**src/rtl/ysyx_24110015_ctrl_pkg.sv**
```systemverilog
// ---------------------------------------------------------------------------
// ysyx_24110015_ctrl_pkg
//
// Shared definitions for the stage controller:
//   - ctrl_state_e : 4-bit encoding of the controller states, also exported on
//                    the state_o debug port, so the values are fixed.
//   - CAUSE_*      : encodings driven on fault_cause_o.
//   - isWaitState  : states in which the handshake timeout timer runs.
//   - isCounting   : states in which the cycle counter advances.
// ---------------------------------------------------------------------------
package ysyx_24110015_ctrl_pkg;

    typedef enum logic [3:0] {
        ST_IDLE   = 4'd0,
        ST_FETCH  = 4'd1,
        ST_WAIT_I = 4'd2,
        ST_EXEC   = 4'd3,
        ST_MEM    = 4'd4,
        ST_WAIT_M = 4'd5,
        ST_WB     = 4'd6,
        ST_HALT   = 4'd7,
        ST_FAULT  = 4'd8
    } ctrl_state_e;

    localparam logic [1:0] CAUSE_NONE   = 2'd0;
    localparam logic [1:0] CAUSE_IFETCH = 2'd1;
    localparam logic [1:0] CAUSE_LSU    = 2'd2;

    // The timer watches the whole request/response window of one memory,
    // so both the request state and the response state count against it.
    function automatic logic isWaitState(input ctrl_state_e s);
        return (s == ST_FETCH) || (s == ST_WAIT_I) ||
               (s == ST_MEM)   || (s == ST_WAIT_M);
    endfunction

    // The core is considered busy everywhere except while parked.
    function automatic logic isCounting(input ctrl_state_e s);
        return !((s == ST_IDLE) || (s == ST_HALT) || (s == ST_FAULT));
    endfunction

endpackage

```
**src/rtl/ysyx_24110015_timeout_cnt.sv**
```systemverilog
// ---------------------------------------------------------------------------
// ysyx_24110015_timeout_cnt
//
// Handshake watchdog. Counts cycles spent waiting for a memory handshake and
// flags when the next waiting cycle would reach TIMEOUT.
//
// Ports:
//   clk_i     in   clock, rising edge
//   rst_i     in   synchronous active-low reset (clears the count)
//   clear_i   in   restart the window (has priority over enable_i)
//   enable_i  in   one more cycle spent waiting
//   expire_o  out  this waiting cycle is the TIMEOUT-th one
// ---------------------------------------------------------------------------
module ysyx_24110015_timeout_cnt #(
    parameter int TIMEOUT = 255,
    parameter int TO_W    = $clog2(TIMEOUT + 1)
) (
    input  logic clk_i,
    input  logic rst_i,
    input  logic clear_i,
    input  logic enable_i,
    output logic expire_o
);

    localparam logic [TO_W-1:0] LastCount = TO_W'(TIMEOUT - 1);
    localparam logic [TO_W-1:0] MaxCount  = TO_W'(TIMEOUT);

    logic [TO_W-1:0] count_q;
    logic [TO_W-1:0] count_d;

    // The count saturates at TIMEOUT so that a handshake winning the race
    // against expiry does not let the counter wrap back into a long window
    // while still waiting for the response half of the transaction.
    always_comb begin
        count_d = count_q;
        if (clear_i) begin
            count_d = '0;
        end else if (enable_i && (count_q != MaxCount)) begin
            count_d = count_q + 1'b1;
        end
    end

    // Count register with synchronous active-low reset.
    always_ff @(posedge clk_i) begin
        if (!rst_i) begin
            count_q <= '0;
        end else begin
            count_q <= count_d;
        end
    end

    assign expire_o = enable_i && (count_q >= LastCount);

endmodule

```
**src/rtl/ysyx_24110015_stage_ctrl.sv**
```systemverilog
// ---------------------------------------------------------------------------
// ysyx_24110015_stage_ctrl
//
// Multi-cycle control FSM for a simple in-order core:
//   IDLE -> FETCH -> WAIT_I -> EXEC -> [MEM -> WAIT_M ->] WB -> FETCH ...
// with EXEC branching to HALT on ebreak, and FETCH/WAIT_I/MEM/WAIT_M falling
// into FAULT when a memory handshake takes too long. HALT and FAULT are only
// left through reset.
//
// Ports:
//   clk_i, rst_i            clock; synchronous active-low reset
//   start_i                 leave IDLE
//   ifu_req_valid_o/ready_i instruction fetch request handshake
//   ifu_resp_valid_i        fetched instruction available
//   inst_latch_o            capture strobe for the IFU (WAIT_I only)
//   is_load_i, is_store_i,
//   rf_write_i, is_ebreak_i decode flags, sampled in EXEC
//   lsu_req_valid_o/wen_o/
//   lsu_req_ready_i         data memory request handshake
//   lsu_resp_valid_i        data memory response
//   rf_wen_o, pc_wen_o      commit pulses, WB only
//   halted_o, fault_o       registered terminal-state flags
//   fault_cause_o           0 none, 1 fetch timeout, 2 lsu timeout
//   state_o                 current state encoding
//   cycle_cnt_o, instret_o  performance counters, wrap modulo 2^CNT_W
// ---------------------------------------------------------------------------
module ysyx_24110015_stage_ctrl
    import ysyx_24110015_ctrl_pkg::*;
#(
    parameter int CNT_W   = 32,
    parameter int TIMEOUT = 255,
    parameter int TO_W    = $clog2(TIMEOUT + 1)
) (
    input  logic             clk_i,
    input  logic             rst_i,
    input  logic             start_i,
    output logic             ifu_req_valid_o,
    input  logic             ifu_req_ready_i,
    input  logic             ifu_resp_valid_i,
    input  logic             is_load_i,
    input  logic             is_store_i,
    input  logic             rf_write_i,
    input  logic             is_ebreak_i,
    output logic             lsu_req_valid_o,
    output logic             lsu_req_wen_o,
    input  logic             lsu_req_ready_i,
    input  logic             lsu_resp_valid_i,
    output logic             inst_latch_o,
    output logic             rf_wen_o,
    output logic             pc_wen_o,
    output logic             halted_o,
    output logic             fault_o,
    output logic [1:0]       fault_cause_o,
    output logic [3:0]       state_o,
    output logic [CNT_W-1:0] cycle_cnt_o,
    output logic [CNT_W-1:0] instret_o
);

    ctrl_state_e      state_q;
    ctrl_state_e      state_d;
    logic             isStore_q;
    logic             rfWrite_q;
    logic [CNT_W-1:0] cycleCnt_q;
    logic [CNT_W-1:0] instret_q;
    logic             halted_q;
    logic             fault_q;
    logic [1:0]       faultCause_q;
    logic [1:0]       faultCause_d;
    logic             instretInc;
    logic             timerClear;
    logic             timerEnable;
    logic             timerExpire;

    // The timer restarts whenever a new wait window opens (entering FETCH or
    // MEM from another state) and advances only while actually waiting.
    assign timerClear  = (state_d != state_q) &&
                         ((state_d == ST_FETCH) || (state_d == ST_MEM));
    assign timerEnable = isWaitState(state_q);

    ysyx_24110015_timeout_cnt #(
        .TIMEOUT (TIMEOUT),
        .TO_W    (TO_W)
    ) u_timeout (
        .clk_i    (clk_i),
        .rst_i    (rst_i),
        .clear_i  (timerClear),
        .enable_i (timerEnable),
        .expire_o (timerExpire)
    );

    // Next-state and output decode. Every handshake is tested before the
    // timeout so that a handshake arriving on the expiry cycle still wins.
    // All handshake/pulse outputs are gated by rst_i so nothing is issued
    // while reset is held, even before the first reset edge lands.
    always_comb begin
        state_d         = state_q;
        faultCause_d    = faultCause_q;
        instretInc      = 1'b0;
        ifu_req_valid_o = 1'b0;
        inst_latch_o    = 1'b0;
        lsu_req_valid_o = 1'b0;
        lsu_req_wen_o   = 1'b0;
        rf_wen_o        = 1'b0;
        pc_wen_o        = 1'b0;

        case (state_q)
            ST_IDLE: begin
                if (start_i) begin
                    state_d = ST_FETCH;
                end
            end
            ST_FETCH: begin
                ifu_req_valid_o = rst_i;
                if (ifu_req_ready_i) begin
                    state_d = ST_WAIT_I;
                end else if (timerExpire) begin
                    state_d      = ST_FAULT;
                    faultCause_d = CAUSE_IFETCH;
                end
            end
            ST_WAIT_I: begin
                inst_latch_o = rst_i && ifu_resp_valid_i;
                if (ifu_resp_valid_i) begin
                    state_d = ST_EXEC;
                end else if (timerExpire) begin
                    state_d      = ST_FAULT;
                    faultCause_d = CAUSE_IFETCH;
                end
            end
            ST_EXEC: begin
                // ebreak retires without a PC update and outranks memory ops.
                if (is_ebreak_i) begin
                    state_d    = ST_HALT;
                    instretInc = 1'b1;
                end else if (is_load_i || is_store_i) begin
                    state_d = ST_MEM;
                end else begin
                    state_d = ST_WB;
                end
            end
            ST_MEM: begin
                lsu_req_valid_o = rst_i;
                lsu_req_wen_o   = rst_i && isStore_q;
                if (lsu_req_ready_i) begin
                    state_d = ST_WAIT_M;
                end else if (timerExpire) begin
                    state_d      = ST_FAULT;
                    faultCause_d = CAUSE_LSU;
                end
            end
            ST_WAIT_M: begin
                if (lsu_resp_valid_i) begin
                    state_d = ST_WB;
                end else if (timerExpire) begin
                    state_d      = ST_FAULT;
                    faultCause_d = CAUSE_LSU;
                end
            end
            ST_WB: begin
                // A store never writes the register file, whatever rf_write said.
                pc_wen_o   = rst_i;
                rf_wen_o   = rst_i && rfWrite_q && !isStore_q;
                instretInc = 1'b1;
                state_d    = ST_FETCH;
            end
            default: begin
                state_d = state_q;
            end
        endcase
    end

    // State, latched decode flags, counters and terminal flags.
    always_ff @(posedge clk_i) begin
        if (!rst_i) begin
            state_q      <= ST_IDLE;
            isStore_q    <= 1'b0;
            rfWrite_q    <= 1'b0;
            cycleCnt_q   <= '0;
            instret_q    <= '0;
            halted_q     <= 1'b0;
            fault_q      <= 1'b0;
            faultCause_q <= CAUSE_NONE;
        end else begin
            state_q      <= state_d;
            faultCause_q <= faultCause_d;
            if (state_q == ST_EXEC) begin
                isStore_q <= is_store_i;
                rfWrite_q <= rf_write_i;
            end
            if (isCounting(state_q)) begin
                cycleCnt_q <= cycleCnt_q + 1'b1;
            end
            if (instretInc) begin
                instret_q <= instret_q + 1'b1;
            end
            if (state_d == ST_HALT) begin
                halted_q <= 1'b1;
            end
            if (state_d == ST_FAULT) begin
                fault_q <= 1'b1;
            end
        end
    end

    assign halted_o      = halted_q;
    assign fault_o       = fault_q;
    assign fault_cause_o = faultCause_q;
    assign state_o       = state_q;
    assign cycle_cnt_o   = cycleCnt_q;
    assign instret_o     = instret_q;

endmodule

```
**config.mk**
```make
export PLATFORM = sky130hd
export DESIGN_NAME = ysyx_24110015_stage_ctrl
export DESIGN_NICKNAME = d
export VERILOG_FILES = /design/src/rtl/ysyx_24110015_ctrl_pkg.sv /design/src/rtl/ysyx_24110015_timeout_cnt.sv /design/src/rtl/ysyx_24110015_stage_ctrl.sv
export SDC_FILE = /design/constraint.sdc
export NUM_CORES = 1
export LEC_CHECK = 0
export ABC_AREA = 1
export BUFFER_PORTS_ARGS = -buffer_cell sky130_fd_sc_hd__buf_2
export CAP_MARGIN = 15
export CORE_MARGIN = 10
export CORE_UTILIZATION = 51
export CTS_CLUSTER_SIZE = 12
export DETAILED_ROUTE_END_ITERATION = 16
export GPL_TIMING_DRIVEN = 0
export HOLD_SLACK_MARGIN = 0.1
export PLACE_DENSITY = 0.77
export SETUP_SLACK_MARGIN = 0.5
export SLEW_MARGIN = 20
export SYNTH_ARGS = -nofsm -noshare
export SYNTH_HDL_FRONTEND = slang
export SYNTH_HIERARCHICAL = 1
export SYNTH_SLANG_ARGS = --single-unit
```
**constraint.sdc**
```tcl
create_clock -name clk_i -period 2.2 [get_ports clk_i]
set_input_delay 0.33 -clock clk_i [delete_from_list [all_inputs] [get_ports clk_i]]
set_output_delay 0.33 -clock clk_i [all_outputs]
set_load 0.05 [all_outputs]
```
==> run metrics, run 1 <==
worst-case clock buffer depth=2; Detailed Routing Iterations Pass 1=5; number of maximum-capacitance constraint violations=0; unrepaired setup endpoints after global routing=yes; share of Yosys cell area claimed by the top area cell type=33.2%; arrival time of the worst setup path=2880 ps; Worst Hold Class=input pin to flip-flop; shortest clock period the worst path allows after layout=2570 ps; Placed Instances=1003; Max H-tree Level=3; Die Ht=119 um; data required time of the critical path=2510 ps; Synth area leaders=dfxtp_1 (33%), nand2_1 (17%), nor2_1 (9.2%); Initial DRC Count=546; Hold Violations, Final=0; total nets after synthesis=801; worst skew pair latency=370 ps; mean cell area of the mapped netlist=6.30 um^2; synthesized flop and latch total=82; Netlist cell types=43; Power per Cell Area=446 nW/um^2; Total Routing Usage GR=21.2%; post-DR vias/cell=5.49; initial core utilization=53.1%; number of sinks handled by clock tree synthesis=82; CP startpoint kind=flip-flop; Clock Tree Root=clkbuf_8; RD Place Congestion=0.940; clock tree from TritonCTS=built; critical path's most frequent cell=nand2_1; full die area=14000 um^2; netlist area before placement=4950 um^2; Post-Route WL=17000 um; Pins Over Slew Limit=0; antenna-violating nets left=0; violations in the final reports=negative setup slack; # DRC=0; DR vias=5940; detailed-route wire length per cell=15.7 um; Final Net Count=962; share of layout cells above drive strength 1=36.4%; Max Clock Freq=389 MHz; horizontal die dimension=119 um; slowest library cell on the worst path=dfxtp_4; Final Total Pwr=3.04 mW; worst setup slack after layout=-372 ps; diodes inserted=0; antenna violations before repair=0; maximum number of pins on one net before global-route repair=16; total leakage power=3.01 nW; post-synthesis sequential area ratio=33.2%; Max Fanout on Critical Path=7; Detailed Place HPWL=11700 um; IO Count=89; setup-violating endpoint count in the final report=11; Yosys Warn Count=6; status=finished with violations; CP endpoint kind=flip-flop; post-synth top area cell=dfxtp_1; via count of the first global-routing pass=5375; CP top delay family=simple AND/OR/NAND/NOR gates; Crit path largest cell delay=440 ps; ordered cell list for the critical path=nor2_4 -> nand2_2 -> nand4_1 -> o211ai_1 -> nor2_2 -> inv_2 -> nand2_2 -> nand2_1 -> nor2_1 -> nor2_2 -> nand2_1 -> nor2_1 -> nand2_1 -> nor2_1 -> nand2_1 -> nand2_1 -> inv_2 -> nor2_4 -> o21ai_1 -> nor2_1; Post-synth top cells=nand2_1 (226), nor2_1 (122), inv_1 (87); Setup Crit Path Kind=flip-flop to flip-flop; clock-pin transition on the worst setup and hold timing paths=100 ps; count of flip-flops with a built-in enable after synthesis=0; Max-slew headroom=50.3%; input/output buffers=88; Gate Count Post-Synth=786; number of buffer and inverter stages on the critical path=2; Peak supply drop=0.354 mV; area of the core=9330 um^2; dominant synthesized flop cell=dfxtp_1; part of the cycle the worst path needs=117%; number of buffers created by CTS=9; wire length of the first global-routing pass=25400 um; share of async-settable or async-resettable flops after synthesis=0%; hold_buf cts=0; actual slew at the worst max-slew pin=745 ps; FP Rows=35; library cell with the highest instance count after synthesis=nand2_1; number of standard cells in the final layout excluding fillers=1081; largest clock skew in the final design=13.6 ps; layout overhead on the synthesized area=37.8%; sum of overflow across all layers after global routing=0
-- through the flow --
| stage | setup slack, ps | setup TNS [ps] | utilization [%] | area, um^2 | hold slack, ps |
|---|---|---|---|---|---|
| 2_1_floorplan | -152 | -1250 | - | 5060 | 460 |
| 3_3_place_gp | -512 | -5010 | 60.7 | 5660 | 431 |
| 3_5_place_dp | -559 | -5540 | 60.7 | 5660 | 447 |
| 4_1_cts | -130 | -895 | 67.5 | 6300 | 181 |
| 5_1_grt | -519 | -5330 | 73.1 | 6820 | 217 |
| 6_report | -372 | -3710 | 73.1 | 6820 | 189 |
-- worst paths after layout --
check	to	from	slack [ps]	depth (start not counted)
worst max-delay path	u_timeout/count_q[4]	state_o[1]	-370	20
worst min-delay path	rfWrite_q	rf_write_i	190	3
worst max register to register	u_timeout/count_q[4]	state_o[1]	-370	20
worst min register to register	fault_o	fault_o	450	2
-- kinds of logic after synthesis --
family | count (synthesis) | share of synthesized area, %
xor gates and xnor gates | 10 | 1.77
adders and majority gates | 4 | 1.01
DFF | 82 | 33.2
buffers and inverters | 110 | 8.59
and+or+nand+nor | 486 | 45.3
AOI/OAI and AO/OA | 94 | 10.2
-- power by group --
| part | switching (mW) | internal, mW |
|---|---|---|
| Sequential | 0.0321 | 1.50 |
| Combinational | 0.282 | 0.187 |
| Clock | 0.618 | 0.421 |
-- tightest hold or removal path: stages --
cell and delay [ps]:
buf_2 70, nor2_1 40, nor2_1 90
-- per-layer routing --
metal	vias up	part of all wire (%)	GRT usage [%]
met3	58	7.8	4.76
met1	2768	38	24.4
met4	0	3.8	11.1
met2	263	50	36.0
li1	2851	-	-
met5	-	0	0
-- timing repair --
action	CTS	global route
pin swaps	28	42
endpoints found under the setup margin	29	66
buffers inserted	36	26
gates resized for setup	58	96
-- flip-flops by register name (all words and copies together), names as in the netlist --
signal and count:
cycle_cnt_o 32, fault_cause_o 2, fault_o 1, halted_o 1
instret_o 32, isStore_q 1, rfWrite_q 1, state_o 4
u_timeout/count_q 8
-- cells in the final DEF, fill, tap and decap left out, drive strengths merged, types with 2 or more instances in the layout --
cell type,instances
inv,99
o21a,4
ha,4
nand3,40
nor3b,4
nor2,135
and3,3
clkinvlp,3
xor2,6
xnor2,4
dfxtp,82
nor4,2
nor3,38
buf,154
clkinv,2
nand2,239
nand4,19
nand3b,6
a21oi,49
clkbuf,18
o21ai,34
a31oi,3
-- final cells by class --
cell class,instances,area [um^2]
multi-input cells,594,3310
fillers,744,2510
repair buffers,150,1000
clock buffers,10,128
flip-flops and latches,82,1700
well taps,129,161
plain buffers,12,86.3
inverters,98,387
clock inverters,6,47.5
Power figures use the tool's default switching activity.
==> run 2, diff against run 1 <==
--- a/config.mk
+++ b/config.mk
@@ -17,5 +17,5 @@
 export PLACE_DENSITY = 0.77
 export SETUP_SLACK_MARGIN = 0.5
-export SLEW_MARGIN = 20
+export SLEW_MARGIN = 30
 export SYNTH_ARGS = -nofsm -noshare
 export SYNTH_HDL_FRONTEND = slang
==> constraint.sdc (replaced) <==
create_clock -name clk_i -period 2.2 [get_ports clk_i]
set_input_delay 0.22 -clock clk_i [delete_from_list [all_inputs] [get_ports clk_i]]
set_output_delay 0.22 -clock clk_i [all_outputs]
set_load 0.05 [all_outputs]
==> run 2 against run 1 <==
Net effect:
- the flow still finishes with violations (negative setup slack)
- wire length grew 0.17%
- maximum frequency shrank 0.73%
- core utilization grew 0.56 points
- final area grew 0.77%
- hold slack gained 72 ps
- combinational power shrank 9.0%
- count of clock-buffer cells in the layout grew 1
==> run metrics, run 2 (same netlist as run 1, synthesis figures left out) <==
status=finished with violations; violations in the final reports=negative setup slack; Hold Violations, Final=0 (unchanged); data required time of the critical path=2500 ps (about the same); Final Net Count=958 (-0.42%); combined area of the multi-input logic cells=3370 um^2 (+2.0%); dpl cell area=5670 um^2 (+0.18%); area of the core=9330 um^2 (unchanged); Peak supply drop=0.311 mV (-12%); combined flip-flop and latch cell area=1700 um^2 (about the same); CP endpoint kind=flip-flop; via count of the first global-routing pass=5466 (+1.7%); Max Clock Freq=386 MHz (-0.73%); number of standard cells in the final layout excluding fillers=1078 (-0.28%); number of maximum-capacitance constraint violations=0 (unchanged); number of sinks handled by clock tree synthesis=82 (unchanged); Max Fanout on Critical Path=7 (unchanged); RD Place Congestion=0.948 (+0.80%); setup-violating endpoint count in the final report=10 (-1); Initial DRC Count=582 (+6.6%); global route hottest layer=met2; full die area=14000 um^2 (unchanged); largest clock skew in the final design=11.8 ps (-1.82 ps); part of the cycle the worst path needs=118% (+0.86 points); clock-pin transition on the worst setup and hold timing paths=90 ps (about the same); share of layout cells above drive strength 1=37.8% (+1.3 points); IO Count=89 (unchanged); horizontal die dimension=119 um (unchanged); worst hold slack=261 ps (+72.1 ps); input/output buffers=88 (unchanged); detailed-route wire length per cell=15.8 um (+0.45%); unrepaired setup endpoints after global routing=yes; number of buffers created by CTS=9 (unchanged); Max-slew headroom=53.3% (+3.0 points); critical path's most frequent cell=nand2_1; commonest non-fill, non-tap cell in the layout=nand2_1; # DRC=0 (unchanged); clock tree from TritonCTS=built; ordered cell list for the critical path=inv_4 -> nor2_4 -> nand2_2 -> nand4_1 -> o211ai_1 -> nor2_2 -> inv_2 -> nand2_1 -> nor2_1 -> nand2_1 -> nand2_1 -> nor2_1 -> nand2_1 -> nand3_1 -> nand2_1 -> inv_1 -> nand2_1 -> nand2_1 -> inv_2 -> nor2_4 -> o21ai_1 -> nor2_1; Crit path largest cell delay=410 ps (-30 ps); antenna-violating nets left=0 (unchanged); Setup Crit Path Kind=flip-flop to flip-flop; worst setup slack after layout=-391 ps (-18.9 ps); Detailed Place HPWL=11800 um (+0.41%); post-DR vias/cell=5.43 (-1.2%); arrival time of the worst setup path=2890 ps (about the same); maximum number of pins on one net before global-route repair=15 (-1); met2 Resource Use GR=36.8% (+0.83 points); final core utilization=73.7% (+0.56 points); Filler cells=735 (-1.2%); CP startpoint kind=flip-flop; actual slew at the worst max-slew pin=695 ps (-50.2 ps); wire length of the first global-routing pass=25800 um (+1.7%); slowest library cell on the worst path=dfxtp_4; DR vias=5853 (-1.5%); Power per Cell Area=452 nW/um^2 (+1.4%); shortest clock period the worst path allows after layout=2590 ps (+18.9 ps); Detailed Routing Iterations Pass 1=6 (+1); Worst Hold Class=input pin to flip-flop; final cell area excluding filler cells=6870 um^2 (+0.77%); Max H-tree Level=3 (unchanged); initial core utilization=53.1% (unchanged); sum of overflow across all layers after global routing=0 (unchanged); Pins Over Slew Limit=0 (unchanged); worst skew pair latency=360 ps (about the same); Clock Tree Root=clkbuf_8; antenna violations before repair=1 (+1); global routing usage on met1=25.5% (+1.1 points); total leakage power=3.05 nW (+1.3%); most frequent cells in the layout=nand2_1 (202), nor2_1 (97), buf_2 (87); routing usage on met3=4.62% (-0.14 points); Die Ht=119 um (unchanged); worst-case clock buffer depth=2 (unchanged); layout overhead on the synthesized area=38.8%; final sum of negative setup slack=-3100 ps (+613 ps); FP Rows=35 (unchanged); Placed Instances=1003 (unchanged); Post-Route WL=17000 um (+0.17%); Total Routing Usage GR=21.4% (+0.20 points)
==> run 2: per-stage QoR <==
stage / total power, mW / worst slack (ps)
floorplan: 1.77 / -152
global placement: 1.85 / -520
detailed placement: 1.86 / -545
CTS: 3.07 / -176
global route: 3.23 / -509
finish: 3.10 / -391
==> run 2: area by class of cell <==
type | instances | share of cell area, %
multi-input cells | 594 | 49.1
flip-flops and latches | 82 | 24.8
repair buffers | 146 | 14.3
inverters | 98 | 5.53
well taps | 129 | 2.35
clock buffers | 11 | 2.06
plain buffers | 12 | 0.983
clock inverters | 5 | 0.892
diodes | 1 | 0.0364
==> run 2: timing repair <==
action | 4_1_cts | 5_1_grt
resized for setup | 51 | 109
setup buffers | 35 | 22
hold buffers | 1 | 0
endpoints found under the setup margin | 25 | 65
hold endpoints to repair | 1 | 0
pin swaps | 28 | 34
cloned | 0 | 0
==> run 2: critical path: cells and delay by family, from the launching register on <==
kind,cells,cell delay (ps)
AND/OR/NAND/NOR,16,1650
flip-flops,1,410
buffers and inverters,4,260
AO/OA/AOI/OAI,2,210
==> run 2: where the power goes <==
group / internal [mW] / switching [mW] / total [mW]
logic: 0.153 / 0.273 / 0.427
registers: 1.50 / 0.0286 / 1.53
clock network: 0.563 / 0.587 / 1.15
total: 2.22 / 0.889 / 3.10
==> run 2: routing by layer <==
metal / part of all wire (%) / vias to the layer above / wire [um]
met5: 0 / - / 0
met4: 2.7 / 0 / 467
met3: 7.7 / 48 / 1310
met2: 49 / 264 / 8410
met1: 40 / 2704 / 6830
li1: - / 2837 / -
==> run 2: path summary, 6_finish.rpt <==
check / cells past startpoint / end / slack [ps] / startpoint
setup / recovery: 22 / u_timeout/count_q[6] / -390 / state_o[2]
hold / removal: 4 / isStore_q / 260 / is_store_i
setup reg to reg: 22 / u_timeout/count_q[6] / -390 / state_o[2]
hold reg to reg: 2 / instret_o[4] / 470 / instret_o[4]
